[src/rtl/acc_pkg.sv]
// Shared definitions for the accumulator and its operand feeder.
package acc_pkg;

    localparam int unsigned DATA_W        = 32;
    localparam int unsigned BURST_LEN_DEF = 1024;

    typedef enum logic [1:0] {
        IDLE  = 2'd0,
        RUN   = 2'd1,
        FLUSH = 2'd2,
        DONE  = 2'd3
    } feeder_state_e;

endpackage

[src/rtl/accumulator_feeder_if.sv]
// Operand path: producer handshake in, accumulator load bus out.
interface accumulator_feeder_if;
    import acc_pkg::*;

    logic [DATA_W-1:0] in_data;
    logic              in_valid;
    logic              in_ready;
    logic [DATA_W-1:0] load;
    logic              load_valid;

    // Testbench / surrounding logic side
    modport master (
        output in_data,
        output in_valid,
        input  in_ready,
        input  load,
        input  load_valid
    );

    // Feeder side
    modport slave (
        input  in_data,
        input  in_valid,
        output in_ready,
        output load,
        output load_valid
    );

endinterface

[src/rtl/accumulator_feeder_fifo.sv]
// Synchronous operand FIFO; extra pointer bit distinguishes full from empty.
module accumulator_feeder_fifo #(
    parameter int unsigned DATA_W     = 32,
    parameter int unsigned FIFO_DEPTH = 16
) (
    input  logic              clk,
    input  logic              reset,
    input  logic              push_i,
    input  logic [DATA_W-1:0] wr_data_i,
    input  logic              pop_i,
    output logic [DATA_W-1:0] rd_data_c,
    output logic              full_o,
    output logic              empty_o
);

    localparam int unsigned AW = $clog2(FIFO_DEPTH);
    localparam int unsigned PW = AW + 1;

    logic [DATA_W-1:0] mem_q [FIFO_DEPTH];
    logic [PW-1:0]     wr_ptr_q, wr_ptr_d;
    logic [PW-1:0]     rd_ptr_q, rd_ptr_d;
    logic              full_q, full_d;
    logic              empty_q, empty_d;
    logic              push_ok, pop_ok;

    // Gate requests on current flags (no full-bypass) and derive next flags
    always_comb begin
        push_ok  = push_i && !full_q;
        pop_ok   = pop_i && !empty_q;
        wr_ptr_d = wr_ptr_q + PW'(push_ok);
        rd_ptr_d = rd_ptr_q + PW'(pop_ok);
        empty_d  = (wr_ptr_d == rd_ptr_d);
        full_d   = (wr_ptr_d[AW] != rd_ptr_d[AW]) &&
                   (wr_ptr_d[AW-1:0] == rd_ptr_d[AW-1:0]);
    end

    // Pointer and flag registers
    always_ff @(posedge clk) begin
        if (reset) begin
            wr_ptr_q <= '0;
            rd_ptr_q <= '0;
            full_q   <= 1'b0;
            empty_q  <= 1'b1;
        end else begin
            wr_ptr_q <= wr_ptr_d;
            rd_ptr_q <= rd_ptr_d;
            full_q   <= full_d;
            empty_q  <= empty_d;
        end
    end

    // Storage array, no reset needed
    always_ff @(posedge clk) begin
        if (push_ok) begin
            mem_q[wr_ptr_q[AW-1:0]] <= wr_data_i;
        end
    end

    assign rd_data_c = mem_q[rd_ptr_q[AW-1:0]];
    assign full_o    = full_q;
    assign empty_o   = empty_q;

endmodule

[src/rtl/accumulator_feeder.sv]
// Feeds exactly BURST_LEN buffered operands to the accumulator, then flushes it with zeros.
module accumulator_feeder
    import acc_pkg::*;
#(
    parameter int unsigned FIFO_DEPTH   = 16,
    parameter int unsigned BURST_LEN    = BURST_LEN_DEF,
    parameter int unsigned FLUSH_CYCLES = 8
) (
    input  logic                               clk,
    input  logic                               reset,
    input  logic                               start,
    accumulator_feeder_if.slave                bus,
    output logic                               busy,
    output logic                               done,
    output logic [$clog2(BURST_LEN+1)-1:0]     count
);

    localparam int unsigned CNT_W = $clog2(BURST_LEN + 1);
    localparam int unsigned FL_W  = $clog2(FLUSH_CYCLES + 1);

    feeder_state_e     state_q, state_d;
    logic [CNT_W-1:0]  count_q, count_d;
    logic [FL_W-1:0]   flush_q, flush_d;
    logic [DATA_W-1:0] load_q, load_d;
    logic              load_valid_q, load_valid_d;
    logic              busy_q, busy_d;
    logic              done_q, done_d;
    logic              pop_c;
    logic              fifo_full;
    logic              fifo_empty;
    logic [DATA_W-1:0] fifo_head;

    accumulator_feeder_fifo #(
        .DATA_W     (DATA_W),
        .FIFO_DEPTH (FIFO_DEPTH)
    ) u_fifo (
        .clk       (clk),
        .reset     (reset),
        .push_i    (bus.in_valid),
        .wr_data_i (bus.in_data),
        .pop_i     (pop_c),
        .rd_data_c (fifo_head),
        .full_o    (fifo_full),
        .empty_o   (fifo_empty)
    );

    // Next state, counters and registered output values
    always_comb begin
        state_d = state_q;
        count_d = count_q;
        flush_d = flush_q;
        pop_c   = 1'b0;

        case (state_q)
            IDLE: begin
                if (start) begin
                    state_d = RUN;
                    count_d = '0;
                end
            end
            RUN: begin
                if (!fifo_empty && (count_q < CNT_W'(BURST_LEN))) begin
                    pop_c   = 1'b1;
                    count_d = count_q + CNT_W'(1);
                    if (count_q == CNT_W'(BURST_LEN - 1)) begin
                        state_d = FLUSH;
                        flush_d = '0;
                    end
                end
            end
            FLUSH: begin
                // First FLUSH cycle still presents the last operand on load,
                // so one extra cycle yields FLUSH_CYCLES zero cycles on the bus.
                if (flush_q == FL_W'(FLUSH_CYCLES)) begin
                    state_d = DONE;
                end else begin
                    flush_d = flush_q + FL_W'(1);
                end
            end
            DONE: begin
                state_d = IDLE;
            end
            default: begin
                state_d = IDLE;
            end
        endcase

        load_d       = pop_c ? fifo_head : '0;
        load_valid_d = pop_c;
        busy_d       = (state_d == RUN) || (state_d == FLUSH);
        done_d       = (state_d == DONE);
    end

    // State and output registers
    always_ff @(posedge clk) begin
        if (reset) begin
            state_q      <= IDLE;
            count_q      <= '0;
            flush_q      <= '0;
            load_q       <= '0;
            load_valid_q <= 1'b0;
            busy_q       <= 1'b0;
            done_q       <= 1'b0;
        end else begin
            state_q      <= state_d;
            count_q      <= count_d;
            flush_q      <= flush_d;
            load_q       <= load_d;
            load_valid_q <= load_valid_d;
            busy_q       <= busy_d;
            done_q       <= done_d;
        end
    end

    assign bus.in_ready   = !fifo_full;
    assign bus.load       = load_q;
    assign bus.load_valid = load_valid_q;
    assign busy           = busy_q;
    assign done           = done_q;
    assign count          = count_q;

endmodule

[src/flat_wrapper.sv]
// flat-port wrapper written by rule: the top's interface ports become plain ports
module accumulator_feeder_flat import acc_pkg::*;
#(
    parameter int unsigned FIFO_DEPTH   = 16,
    parameter int unsigned BURST_LEN    = BURST_LEN_DEF,
    parameter int unsigned FLUSH_CYCLES = 8
)
  (clk, reset, start, busy, done, count, bus_in_data, bus_in_valid, bus_in_ready, bus_load, bus_load_valid);
  accumulator_feeder_if bus_i ();
  input  logic clk;
  input  logic reset;
  input  logic start;
  output logic busy;
  output logic done;
  output logic [$clog2(BURST_LEN+1)-1:0] count;
  input wire logic [$bits(bus_i.in_data)-1:0] bus_in_data;
  input wire logic [$bits(bus_i.in_valid)-1:0] bus_in_valid;
  output wire logic [$bits(bus_i.in_ready)-1:0] bus_in_ready;
  output wire logic [$bits(bus_i.load)-1:0] bus_load;
  output wire logic [$bits(bus_i.load_valid)-1:0] bus_load_valid;
  assign bus_i.in_data = bus_in_data;
  assign bus_i.in_valid = bus_in_valid;
  assign bus_in_ready = bus_i.in_ready;
  assign bus_load = bus_i.load;
  assign bus_load_valid = bus_i.load_valid;
  accumulator_feeder #(.FIFO_DEPTH(FIFO_DEPTH), .BURST_LEN(BURST_LEN), .FLUSH_CYCLES(FLUSH_CYCLES)) u_core (.clk(clk), .reset(reset), .start(start), .bus(bus_i), .busy(busy), .done(done), .count(count));
endmodule
[config.mk]
export PLATFORM = sky130hd
export DESIGN_NAME = accumulator_feeder_flat
export DESIGN_NICKNAME = d
export VERILOG_FILES = /design/src/rtl/acc_pkg.sv /design/src/rtl/accumulator_feeder_if.sv /design/src/rtl/accumulator_feeder_fifo.sv /design/src/rtl/accumulator_feeder.sv /design/src/flat_wrapper.sv
export SDC_FILE = /design/constraint.sdc
export NUM_CORES = 1
export LEC_CHECK = 0
export ABC_AREA = 1
export BUFFER_PORTS_ARGS = -buffer_cell sky130_fd_sc_hd__buf_4
export CORE_ASPECT_RATIO = 1.1
export CORE_MARGIN = 5
export CORE_UTILIZATION = 46
export DETAILED_ROUTE_END_ITERATION = 6
export HOLD_SLACK_MARGIN = 0.02
export SETUP_SLACK_MARGIN = 0.1
export SLEW_MARGIN = 0
export SYNTH_ARGS = -nofsm -noshare
export SYNTH_HDL_FRONTEND = slang
export SYNTH_SLANG_ARGS = --single-unit
[constraint.sdc]
create_clock -name clk -period 3.17 [get_ports clk]
set_clock_uncertainty 0.05 [all_clocks]
set_input_delay 0.317 -clock clk [delete_from_list [all_inputs] [get_ports clk]]
set_output_delay 0.317 -clock clk [all_outputs]
set_load 0.02 [all_outputs]
# After elaboration in Yosys (flattened, before gate mapping)

Memory sizes are Yosys's and may differ from the RTL's. A register that Yosys moved wholly into a read port is not among the register bits.
Index checks and enable logic that the tools add are counted.

Flip-flop bits (word level): 32
Latch bits: 0
RAM bits: 512
Bits in read-only memories: 0
Bits of input ports: 36
Output and inout port bits: 47
Memories kept: 1

Memory list:

| name                | words | bits a word | read ports | clocked after Yosys merged registers in | wr ports | RTL line                      | text |
|---|---|---|---|---|---|---|---|
| u_core.u_fifo.mem_q | 16    | 32          | 1          | 1                                       | 1        | accumulator_feeder_fifo.sv:19 | `logic [DATA_W-1:0] mem_q [FIFO_DEPTH];` |

Add/subtract/negate cells: 4
Multiply operators: 0
Div/mod/pow operators: 0
Magnitude comparators: 1
Equality and inequality tests: 15
Shift operators: 0
Muxes and demuxes: 16
Bitwise gates (word level): 1
Reduce and logical (&&, ||, !) cells: 13

Operators by type and width:

| cell                  | number |
|---|---|
| $mux 11               | 2 |
| $pmux 11 s2           | 1 |
| $mux 4                | 3 |
| $add 11x1->11 const B | 1 |
| $eq 11x10->1 const B  | 1 |
| $lt 11x11->1 const B  | 1 |
| $add 5x1->5           | 2 |
| $eq 2x2->1 const B    | 4 |
| $mux 2                | 4 |
| $pmux 2 s4            | 1 |
| $pmux 4 s2            | 1 |
| $eq 5x5->1            | 1 |
| $add 4x1->4 const B   | 1 |
| $eq 2x1->1 const B    | 2 |
| $eq 4x4->1            | 1 |
| $eq 4x4->1 const B    | 1 |
| $logic_and 1x1->1     | 4 |
| $mux 1                | 4 |
| $ne 2x1->1 const B    | 2 |
| $ne 2x2->1 const B    | 2 |
| $reduce_and 4->1      | 1 |
| $reduce_bool 2->1     | 2 |
| $reduce_and 3->1      | 1 |
| $logic_not 1->1       | 2 |
| other kinds (5)       | 5 |

# Depth between registers and ports, before layout

Gate-level depths: netlist of the first run.

Depth after elaboration: 8
Gate-level depth with buffers: 13
Depth with buffers taken out: 13

# Hierarchy

From an unflattened synthesis of the first run, not the netlist that was laid out.

Cell total of the unflattened synthesis: 2002
Area, all modules: 23736.5 sq um

Modules (own cells, without submodules):

| module                  | times used | cells an instance | area each (sq um) | seq. area each (sq um) |
|---|---|---|---|---|
| accumulator_feeder_fifo | 1          | 1740              | 21760.9           | 15615.0 |
| accumulator_feeder      | 1          | 262               | 1975.6            | 1041.0 |

# Least setup slack after synthesis of the first run

OpenSTA, ideal clock, no wires.

Kind: input to register
Start: in bus_in_valid
End: mem u_core.u_fifo.mem_q[0][0] (enable)
Setup time: 0.421 ns
Data arrival time: 2.087 ns
Required time: 2.699 ns
Slack: 0.612 ns
Cell stages on the path: 4
Path buffers: 0
Cells stage by stage: inv_1 nor2_1 nand3_1 nor2_1

Cells in the longest elaborated chain, start to end: 3

RTL lines:

| element                      | RTL line                      | text |
|---|---|---|
| start: declaration           | flat_wrapper.sv:17            | `input wire logic [$bits(bus_i.in_valid)-1:0] bus_in_valid;` |
| $logic_and 1x1->1            | accumulator_feeder_fifo.sv:28 | `push_ok = push_i && !full_q;` |
| $mux 1                       | accumulator_feeder_fifo.sv:54 | `if (push_ok) begin` |
| $mux 1 (not written as such) | accumulator_feeder_fifo.sv:55 | `mem_q[wr_ptr_q[AW-1:0]] <= wr_data_i;` |
| end: declaration             | accumulator_feeder_fifo.sv:19 |  |

No other way between the ends.

# Worst setup path after layout of the first run

Start: reg u_core.u_fifo.full_q, in the netlist u_core.u_fifo.full_o
End: mem u_core.u_fifo.mem_q[4][28] (enable)

Cells in the longest elaborated chain, start to end: 4

RTL lines:

| element                      | RTL line                      | text |
|---|---|---|
| start: declaration           | accumulator_feeder_fifo.sv:22 | `logic full_q, full_d;` |
| start signal: assignment     | accumulator_feeder_fifo.sv:47 | `full_q <= full_d;` |
| $logic_not 1->1              | accumulator_feeder_fifo.sv:28 |  |
| $logic_and 1x1->1            | accumulator_feeder_fifo.sv:28 |  |
| $mux 1                       | accumulator_feeder_fifo.sv:54 |  |
| $mux 1 (not written as such) | accumulator_feeder_fifo.sv:55 |  |

No other way between the ends.

==> results of run 1 <==
-- Yosys cell counts (2+ instances only) --
| library cell | instances |
|---|---|
| nand2_1 | 397 |
| xnor2_1 | 3 |
| dfxtp_1 | 64 |
| o21ai_0 | 131 |
| nand3_1 | 173 |
| buf_2 | 32 |
| a21oi_1 | 46 |
| o21ai_1 | 7 |
| nor2_1 | 316 |
| nor2_2 | 2 |
| clkbuf_1 | 38 |
| xor2_1 | 4 |
| edfxtp_1 | 512 |
| o211ai_1 | 40 |
| buf_4 | 14 |
| buf_6 | 9 |
| inv_2 | 2 |
| ha_1 | 8 |
| inv_1 | 38 |
| nand3b_1 | 24 |
| nand4_1 | 6 |
| buf_1 | 9 |
-- cell families (layout without fill, tap and decap cells) --
kind of cell	after synthesis	after routing	synth area share (%)
AO/OA/AOI/OAI	227	227	5.50
XOR/XNOR	7	7	0.272
buffers and inverters	145	311	3.18
AND/OR/NAND/NOR	922	922	16.8
flip-flops	576	576	73.8
adder cells (fa/ha/maj)	8	8	0.443
-- metrics by stage --
step	instances	hold WS (ns)
floorplan	1885	0.362
global placement	2565	0.426
detailed placement	2565	0.432
CTS	2703	0.0824
global route	2703	0.142
finish	2703	0.133
-- critical path: cells and delay by family, from the launching register on --
kind | cells | cell delay, ns
buffers and inverters | 1 | 0.31
DFF | 1 | 0.31
and+or+nand+nor | 3 | 1.44
-- how the worst max path moves through the flow --
stage | start | endpoint
after CTS | u_core.u_fifo.full_o | u_core.u_fifo.mem_q[4][28]
after floorplan | bus_in_valid | u_core.u_fifo.mem_q[0][0]
after global placement | bus_in_valid | u_core.u_fifo.mem_q[4][3]
final | u_core.u_fifo.full_o | u_core.u_fifo.mem_q[4][28]
after global routing | u_core.u_fifo.full_o | u_core.u_fifo.mem_q[4][29]
after detailed placement | bus_in_valid | u_core.u_fifo.mem_q[4][0]
-- registers in the layout (all words and copies together), names as in the netlist --
signal	cells
u_core.u_fifo.full_o	1
u_core.bus.load_valid	1
u_core.u_fifo.rd_ptr_q	5
u_core.u_fifo.mem_q	512
u_core.flush_q	4
u_core.busy	1
u_core.bus.load	32
u_core.done	1
u_core.u_fifo.wr_ptr_q	5
u_core.state_q	2
u_core.count	11
u_core.u_fifo.empty_o	1
-- power breakdown --
group	switching [mW]	internal (mW)	total, mW
combinational	0.740	0.311	1.05
clock	2.81	3.91	6.72
sequential	0.0395	8.37	8.41
-- final cells by class --
| class | instances | area, um^2 | share of cell area, % |
|---|---|---|---|
| Sequential cell | 576 | 16700 | 63.5 |
| Tap cell | 652 | 816 | 3.11 |
| Timing Repair Buffer | 164 | 1410 | 5.39 |
| Inverter | 42 | 163 | 0.620 |
| Clock buffer | 76 | 1550 | 5.90 |
| Clock inverter | 29 | 317 | 1.21 |
| Multi-Input combinational cell | 1164 | 5330 | 20.3 |
-- routing by layer --
metal	routed length, um	track usage, %
met1	23900	28.0
met3	3140	3.11
met2	25400	31.7
met5	0	0
met4	1240	5.64
==> metrics.md, run 1 <==
| Metric | Value |
|---|---|
| Status | `completed` |
| Hold Startpoint | `start` |
| DR vias | `14300` |
| Final setup margin | `0.746 ns` |
| DIE AREA | `0.0536 mm^2` |
| Reg clk slew, reported paths | `0.06 ns` |
| Critical Path RT | `3.42 ns` |
| DRT antenna net count | `0` |
| Synthesis-to-layout area growth | `16.3%` |
| Fillers | `4053` |
| Cell count of the worst hold path | `5` |
| Cell Pwr Density | `617 mW/mm^2` |
| Crit path max-delay cell type | `nor2_4` |
| Max incr delay on CP | `0.53 ns` |
| Final max-slew violation count | `0` |
| DP Worst Slack | `0.653 ns` |
| Postcts setup bufs | `0` |
| Post_cts resized | `0` |
| Final setup vio count | `0` |
| Worst-path cell chain | `nor2_1 -> nand3_1 -> nor2_4 -> buf_4` |
| RSZ-0062 raised after global routing | `no` |
| Commonest non-fill, non-tap cell in the layout | `edfxtp_1` |
| CP Capture Type | `register` |
| # IOs | `83` |
| R2R Setup Slk | `0.75 ns` |
| Setup TNS | `0 ns` |
| Post-DP Area | `0.0241 mm^2` |
| Htree depth | `2` |
| Ys async rst share | `0%` |
| Layout Nets | `2049` |
| Max_slew headroom | `36.1%` |
| Die Wd | `221 um` |
| # rows | `85` |
| Commonest cells after routing, fill and taps aside | `512 x edfxtp_1, 397 x nand2_1, 300 x nor2_1` |
| Mapped cell area | `0.0226 mm^2` |
| Vias per cell | `5.28` |
| First-pass GRT wire length | `83300 um` |
| WL/cell | `19.9 um` |
| Synthesized flop and latch total | `576` |
| Static Leakage | `9.38 nW` |
| Critical Path Start Type | `register` |
| Die Y | `242 um` |
| Pwr Total | `16.2 mW` |
| YS warnings | `0` |
| Worst R2R End | `u_core.u_fifo.mem_q[4][28]` |
| Reg2Reg Depth | `4` |
| WP data arrival | `2.68 ns` |
| Final core utilization | `53.8%` |
| Total clock sinks | `576` |
| Number of synthesized flops with an enable pin | `512` |
| Worst-margin pin slew | `0.958 ns` |
| Critical path class | `reg -> reg` |
| Synth unique cells | `32` |
| ANT cells | `0` |
| Vias in the first global route | `13900` |
| Cell count after synthesis | `1885` |
| Clock root cell | `clkbuf_16` |
| Core box area | `0.0488 mm^2` |
| GRT Residual Overflow | `0` |
| Initial antenna violation count | `0` |
| Hold Path Sink | `u_core.state_q[0]` |
| Starting DRT DRC Count | `1544` |
| CTS Buffer Depth | `3` |
| Largest net degree at the start of global routing | `147` |
| WL final | `53700 um` |
| Num CTS Buffers | `57` |
| Fmax | `413 MHz` |
| Post-synthesis net count | `1929` |
| Global Route Usage Sum | `19.7%` |
| Clock latency on the worst-skew pair | `0.62 ns` |
| DRC | `0` |
| Fin crit share | `76.5%` |
| Ys flop type | `edfxtp_1` |
| Top cells by area, synth | `edfxtp_1 68%, nand2_1 6.6%, dfxtp_1 5.7%, nor2_1 5.3%, nand3_1 3.8%` |
| Area fraction of the dominant cell type after synthesis | `68.1%` |
| Reg-to-Reg Start | `u_core.u_fifo.full_o` |
| CTS tree | `yes` |
| Final instance area | `0.0263 mm^2` |
| Fraction of layout cells with a size suffix above 1 | `11.7%` |
| Hold_buf cts | `33` |
| MaxCap Viol Count | `0` |
| Initial Util | `46.3%` |
| Sequential element share of the synthesized area | `73.8%` |
| Placer Congestion | `0.800` |
| Final min period | `2.42 ns` |
| First drt pass iteration count | `5` |
| Buffers on Ports | `82` |
| Synth area leader | `edfxtp_1` |
| Fin. Hold Viols | `0` |
| Maximum vdd drop | `0.000497 V` |
| DP HPWL | `30300 um` |
| Worst min-delay path category | `in -> reg` |
| Crit-path max FO | `12` |
| Avg Inst Size Synth | `12.0 um^2` |
Power figures use the tool's default switching activity.
==> inputs of run 2 (changes only) <==
- ABC_AREA: 1 -> 0
- clock period: 3.17 -> 2.05 ns (I/O delays scaled with it)
==> run 2 against run 1 <==
  * The flow now finishes with violations (negative setup slack)
  * Total power rose by 51%
  * Combinational power rose by 25%
  * Clock power rose by 50%
  * Setup slack got worse by 0.77 ns
  * Via count fell by 27%
  * Highest routed layer unchanged
==> metrics.md, run 2 <==
| Metric | Value |
|---|---|
| Worst-path cell chain | `or4b_4 -> inv_4 -> ha_4 -> ha_4 -> nand3_4 -> xor2_2 -> xor2_1 -> nor4b_2` |
| Reg-to-Reg Start | `u_core.count[10]` |
| Final max-slew violation count | `0` |
| Total clock sinks | `576` |
| DP HPWL | `25200 um` |
| Sequential element share of the synthesized area | `78.1%` |
| Final min period | `2.07 ns` |
| Core box area | `0.0458 mm^2` |
| Max incr delay on CP | `0.53 ns` |
| Status | `complete, but fails checks` |
| Clock latency on the worst-skew pair | `0.61 ns` |
| Num CTS Buffers | `55` |
| Fraction of layout cells with a size suffix above 1 | `33.2%` |
| DP Worst Slack | `-0.0523 ns` |
| Synthesis-to-layout area growth | `21.7%` |
| CTS Buffer Depth | `3` |
| Initial Util | `46.6%` |
| Maximum vdd drop | `0.000752 V` |
| Static Leakage | `8.28 nW` |
| Cell count of the worst hold path | `5` |
| Buffers on Ports | `82` |
| # IOs | `83` |
| Global Route Usage Sum | `18.1%` |
| YS warnings | `0` |
| Ys flop type | `edfxtp_1` |
| # rows | `82` |
| Starting DRT DRC Count | `831` |
| Crit-path max FO | `2` |
| DRC | `0` |
| Worst R2R End | `u_core.u_fifo.full_o` |
| Largest register FFs | `512` |
| DRT antenna net count | `0` |
| RSZ-0062 raised after global routing | `yes` |
| GRT Residual Overflow | `0` |
| Post-synthesis net count | `1041` |
| Critical Path Start Type | `register` |
| Avg Inst Size Synth | `21.4 um^2` |
| Hold Startpoint | `start` |
| Fin. Hold Viols | `0` |
| Ys async rst share | `0%` |
| Hold Path Sink | `u_core.count[3]` |
| Die Wd | `215 um` |
| First drt pass iteration count | `5` |
| Synth area leader | `edfxtp_1` |
| Largest net degree at the start of global routing | `57` |
| Fillers | `3369` |
| Worst path bufs/invs | `1` |
| Fin crit share | `101%` |
| Vias in the first global route | `10600` |
| Most common cell in the netlist | `edfxtp_1` |
| Reg2Reg Depth | `8` |
| Critical path's top delay family | `simple AND/OR/NAND/NOR gates` |
| Placer Congestion | `0.739` |
| Number of synthesized flops with an enable pin | `512` |
| DIE AREA | `0.0507 mm^2` |
| Commonest non-fill, non-tap cell in the layout | `edfxtp_1` |
| Final setup margin | `-0.0228 ns` |
| Mapped cell area | `0.0213 mm^2` |
| Clock root cell | `clkbuf_16` |
| Worst min-delay path category | `in -> reg` |
| Final setup vio count | `1` |
| First-pass GRT wire length | `68800 um` |
| Synth unique cells | `39` |
| Htree depth | `2` |
| Synthesized flop and latch total | `576` |
| WL final | `46100 um` |
| Area fraction of the dominant cell type after synthesis | `72.1%` |
| R2R Setup Slk | `-0.02 ns` |
| Max_slew headroom | `67.8%` |
| CTS tree | `yes` |
| Cell Pwr Density | `940 mW/mm^2` |
| Failing checks | `negative setup slack` |
| Commonest cells after routing, fill and taps aside | `512 x edfxtp_1, 128 x mux4_2, 117 x buf_4` |
| MaxCap Viol Count | `0` |
| Reg clk slew, reported paths | `0.06 ns` |
| Initial antenna violation count | `0` |
| DR vias | `10400` |
| CP startpoint | `u_core.count[10]` |
| Vias per cell | `5.68` |
| ANT cells | `0` |
| Top cells by area, synth | `edfxtp_1 72%, mux4_2 14%, dfxtp_1 6.0%, a22oi_1 2.3%, a21oi_1 0.99%` |
| Worst-margin pin slew | `0.471 ns` |
| WL/cell | `25.2 um` |
| Fmax | `482 MHz` |
| Crit path max-delay cell type | `or4b_4` |
| Critical Path RT | `2.50 ns` |
| Top cell by count, worst path | `ha_4` |
| Setup TNS | `-0.0228 ns` |
| Layout Nets | `1239` |
| CP Capture Type | `register` |
| Synth cell count leaders | `512 x edfxtp_1, 128 x mux4_2, 64 x a22oi_1, 64 x dfxtp_1, 42 x a21oi_1` |
| Die Y | `236 um` |
| Critical path class | `reg -> reg` |
| WP data arrival | `2.53 ns` |
| Cell count after synthesis | `997` |
run 2: changes by cell type after synthesis, sizes merged, moves of 40 or more:
cell	change
nor2	-292
nand3	-161
mux4	+128
o211ai	-40
buf	-45
a22oi	+64
o21ai	-138
nand2	-390
run 2: routing by layer:
metal	GRT usage [%]	wire length (um)
met5	0	0
met4	4.40	797
met3	2.94	2240
met2	29.9	23300
met1	25.7	19800
run 2: logic make-up after synthesis:
kind of cell    after synthesis  share of synthesized area, %
flops                       576                          78.1
buf+inv                      58                          1.13
fa+ha+maj                     8                         0.470
xor+xnor                     17                         0.699
compound gates              119                          3.70
mux                         129                          13.6
simple gates                 90                          2.28
run 2: per-stage QoR:
stage | power (mW) | utilization (%) | hold slack, ns | instances | cell area [um^2]
floorplan | 14.0 | - | 0.227 | 997 | 21500
global placement | 14.5 | 51.8 | 0.432 | 1687 | 23700
detailed placement | 14.5 | 51.8 | 0.440 | 1687 | 23700
CTS | 24.7 | 56.5 | 0.0854 | 1825 | 25900
global route | 25.2 | 56.7 | 0.124 | 1830 | 25900
finish | 24.4 | 56.7 | 0.122 | 1830 | 25900
run 2: area by class of cell:
class / instances / area [um^2] / share of cell area [%]
Timing Repair Buffer: 191 / 2000 / 7.70
Multi-Input combinational cell: 363 / 4700 / 18.1
Clock buffer: 83 / 1570 / 6.06
Inverter: 8 / 32.5 / 0.125
Tap cell: 588 / 736 / 2.84
Clock inverter: 21 / 241 / 0.931
Sequential cell: 576 / 16700 / 64.2
run 2: worst max-delay path by stage:
stage	to	slack, ns	cells past startpoint
6_report	u_core.u_fifo.full_o	-0.02	8
5_1_grt	u_core.u_fifo.full_o	-0.16	8
4_1_cts	u_core.u_fifo.full_o	-0.008	8
3_5_place_dp	u_core.u_fifo.full_o	-0.05	8
3_3_place_gp	u_core.u_fifo.full_o	0.008	8
2_1_floorplan	u_core.u_fifo.mem_q[0][0]	-0.16	3
run 2: worst register-to-register path, delay by kind of cell (launching register included):
family,cells,cell delay [ns]
xor gates and xnor gates,2,0.40
adders and majority gates,2,0.30
buffers and inverters,1,0.08
DFF,1,0.34
and+or+nand+nor,3,0.82
run 2: report_power, final:
| part | internal (mW) | switching [mW] |
|---|---|---|
| sequential | 12.9 | 0.0504 |
| clock | 5.92 | 4.18 |
| combinational | 0.646 | 0.662 |
run 2: repair_timing:
item	4_1_cts	5_1_grt
hold buffers	33	0
gates resized for setup	4	10
setup endpoints to repair	6	7
endpoints found under the hold margin	528	0
buffers inserted	1	5
pin swaps	2	6
==> inputs of run 3 (changes only) <==
- CTS_BUF_LIST: default -> sky130_fd_sc_hd__clkbuf_8 sky130_fd_sc_hd__clkbuf_16
- RECOVER_POWER: default -> 25
- SKIP_LAST_GASP: default -> 1
==> run 3 against run 2 <==
  * The flow still finishes with violations (negative setup slack)
  * Flip-flop and latch count unchanged
  * Global-route usage about the same
  * Register-to-register slack barely moved
  * Routed wire length shrank 0.23%
  * Critical path depth unchanged
  * Sequential power about the same
  * Via count is 0.29% higher
  * Non-clock buffer count stayed put
  * Count of clock-buffer cells in the layout decreased by 20
  * Total power fell by 0.48%
==> metrics.md, run 3 (synthesis results as in run 2) <==
| Metric | Value |
|---|---|
| DRT antenna net count | `0` |
| Crit-path max FO | `2` |
| Fraction of layout cells with a size suffix above 1 | `31.4%` |
| CTS Buffer Depth | `3` |
| Final core utilization | `56.5%` |
| WL final | `46000 um` |
| Synthesis-to-layout area growth | `21.3%` |
| MaxCap Viol Count | `0` |
| Num CTS Buffers | `55` |
| Cell Pwr Density | `939 mW/mm^2` |
| Max incr delay on CP | `0.53 ns` |
| Final setup margin | `-0.0226 ns` |
| Critical Path Start Type | `register` |
| Failing checks | `negative setup slack` |
| CP Capture Type | `register` |
| Placer Congestion | `0.739` |
| Htree depth | `2` |
| Worst-path cell chain | `or4b_4 -> inv_4 -> ha_4 -> ha_4 -> nand3_4 -> xor2_2 -> xor2_1 -> nor4b_2` |
| Top Layer Used | `met4` |
| Metal-1 WL | `19600 um` |
| Critical path class | `reg -> reg` |
| # rows | `82` |
| GRT Residual Overflow | `0` |
| WL/cell | `25.1 um` |
| Buffers on Ports | `82` |
| ANT cells | `0` |
| First drt pass iteration count | `5` |
| Hold Startpoint | `start` |
| Met2 routed WL | `23300 um` |
| Reg2Reg Depth | `8` |
| Critical Path RT | `2.50 ns` |
| DIE AREA | `0.0507 mm^2` |
| Final min period | `2.07 ns` |
| Hold Path Sink | `u_core.count[3]` |
| Commonest cells after routing, fill and taps aside | `512 x edfxtp_1, 128 x mux4_2, 95 x buf_4` |
| Worst min-delay path category | `in -> reg` |
| WP data arrival | `2.53 ns` |
| Vias in the first global route | `10600` |
| Reg-to-Reg Start | `u_core.count[10]` |
| Static Leakage | `8.28 nW` |
| Largest net degree at the start of global routing | `57` |
| Commonest non-fill, non-tap cell in the layout | `edfxtp_1` |
| Initial Util | `46.6%` |
| Initial antenna violation count | `0` |
| DR vias | `10400` |
| Fmax | `482 MHz` |
| Fin. Hold Viols | `0` |
| Maximum vdd drop | `0.000746 V` |
| Final setup vio count | `1` |
| Global Route Usage Sum | `18.1%` |
| Smallest hold slack | `0.120 ns` |
| Pwr Total | `24.3 mW` |
| Status | `complete, but fails checks` |
| Core box area | `0.0458 mm^2` |
| Routed length on met3 | `2380 um` |
| DP Worst Slack | `-0.0523 ns` |
| Worst R2R End | `u_core.u_fifo.full_o` |
| DRC | `0` |
| Crit path max-delay cell type | `or4b_4` |
| Largest register FFs | `512` |
| Die Y | `236 um` |
| Clock root cell | `clkbuf_16` |
| Die Wd | `215 um` |
| DP HPWL | `25200 um` |
| RSZ-0062 raised after global routing | `yes` |
| Total clock sinks | `576` |
| Fin crit share | `101%` |
| R2R Setup Slk | `-0.02 ns` |
| # IOs | `83` |
| Reg clk slew, reported paths | `0.06 ns` |
| Cell count of the worst hold path | `5` |
| Layout Nets | `1239` |
| Max_slew headroom | `55.4%` |
| First-pass GRT wire length | `68900 um` |
| Worst-margin pin slew | `0.669 ns` |
| Starting DRT DRC Count | `819` |
| Clock latency on the worst-skew pair | `0.61 ns` |
| Top cell by count, worst path | `ha_4` |
| Final max-slew violation count | `0` |
| CTS tree | `yes` |
| Vias per cell | `5.70` |
==> run 3: cell type report <==
type                    instances  area, um^2
repair buffers                191        1910
inverters                       8        32.5
flip-flops and latches        576       16700
clock buffers                  63        1500
multi-input cells             363        4700
well taps                     588         736
clock inverters                41         317
fillers                      3385       19900
==> run 3: timing repair <==
action / in CTS / in global routing
cloned: 0 / 0
pin swaps: 1 / 6
hold endpoints to repair: 528 / 0
setup buffers: 1 / 5
setup endpoints to repair: 6 / 7
hold buffers: 33 / 0
gates resized for setup: 4 / 10
==> run 3: where the power goes <==
group	internal, mW	switching, mW	leakage [nW]
Clock	5.82	4.18	0.968
Combinational	0.627	0.661	2.17
Sequential	12.9	0.0503	5.15
Total	19.4	4.89	8.28
==> run 3: worst max-delay path by stage <==
stage,start,to,cells after the start
2_1_floorplan,u_core.u_fifo.full_o,u_core.u_fifo.mem_q[0][0],3
3_3_place_gp,u_core.count[10],u_core.u_fifo.full_o,8
3_5_place_dp,u_core.count[10],u_core.u_fifo.full_o,8
4_1_cts,u_core.count[10],u_core.u_fifo.full_o,8
5_1_grt,u_core.count[10],u_core.u_fifo.full_o,8
6_report,u_core.count[10],u_core.u_fifo.full_o,8
==> run 3: metrics by stage <==
stage | cells | TNS [ns] | area [um^2]
finish | 1830 | -0.0226 | 25900
global route | 1830 | -0.269 | 25900
CTS | 1825 | -0.00755 | 25900
detailed placement | 1687 | -0.0523 | 23700
global placement | 1687 | 0 | 23700
floorplan | 997 | -19.18 | 21500
==> run 3: layer usage <==
layer / vias to the layer above / global-route usage, %
met2: 288 / 29.9
li1: 4574 / -
met4: 0 / 4.40
met5: - / 0
met1: 5508 / 25.8
met3: 62 / 2.94
==> run 3: critical path: cells and delay by family (launching register included) <==
| kind | cells | cell delay, ns |
|---|---|---|
| xor gates and xnor gates | 2 | 0.40 |
| adders and majority gates | 2 | 0.30 |
| buffers and inverters | 1 | 0.08 |
| DFF | 1 | 0.34 |
| and+or+nand+nor | 3 | 0.82 |
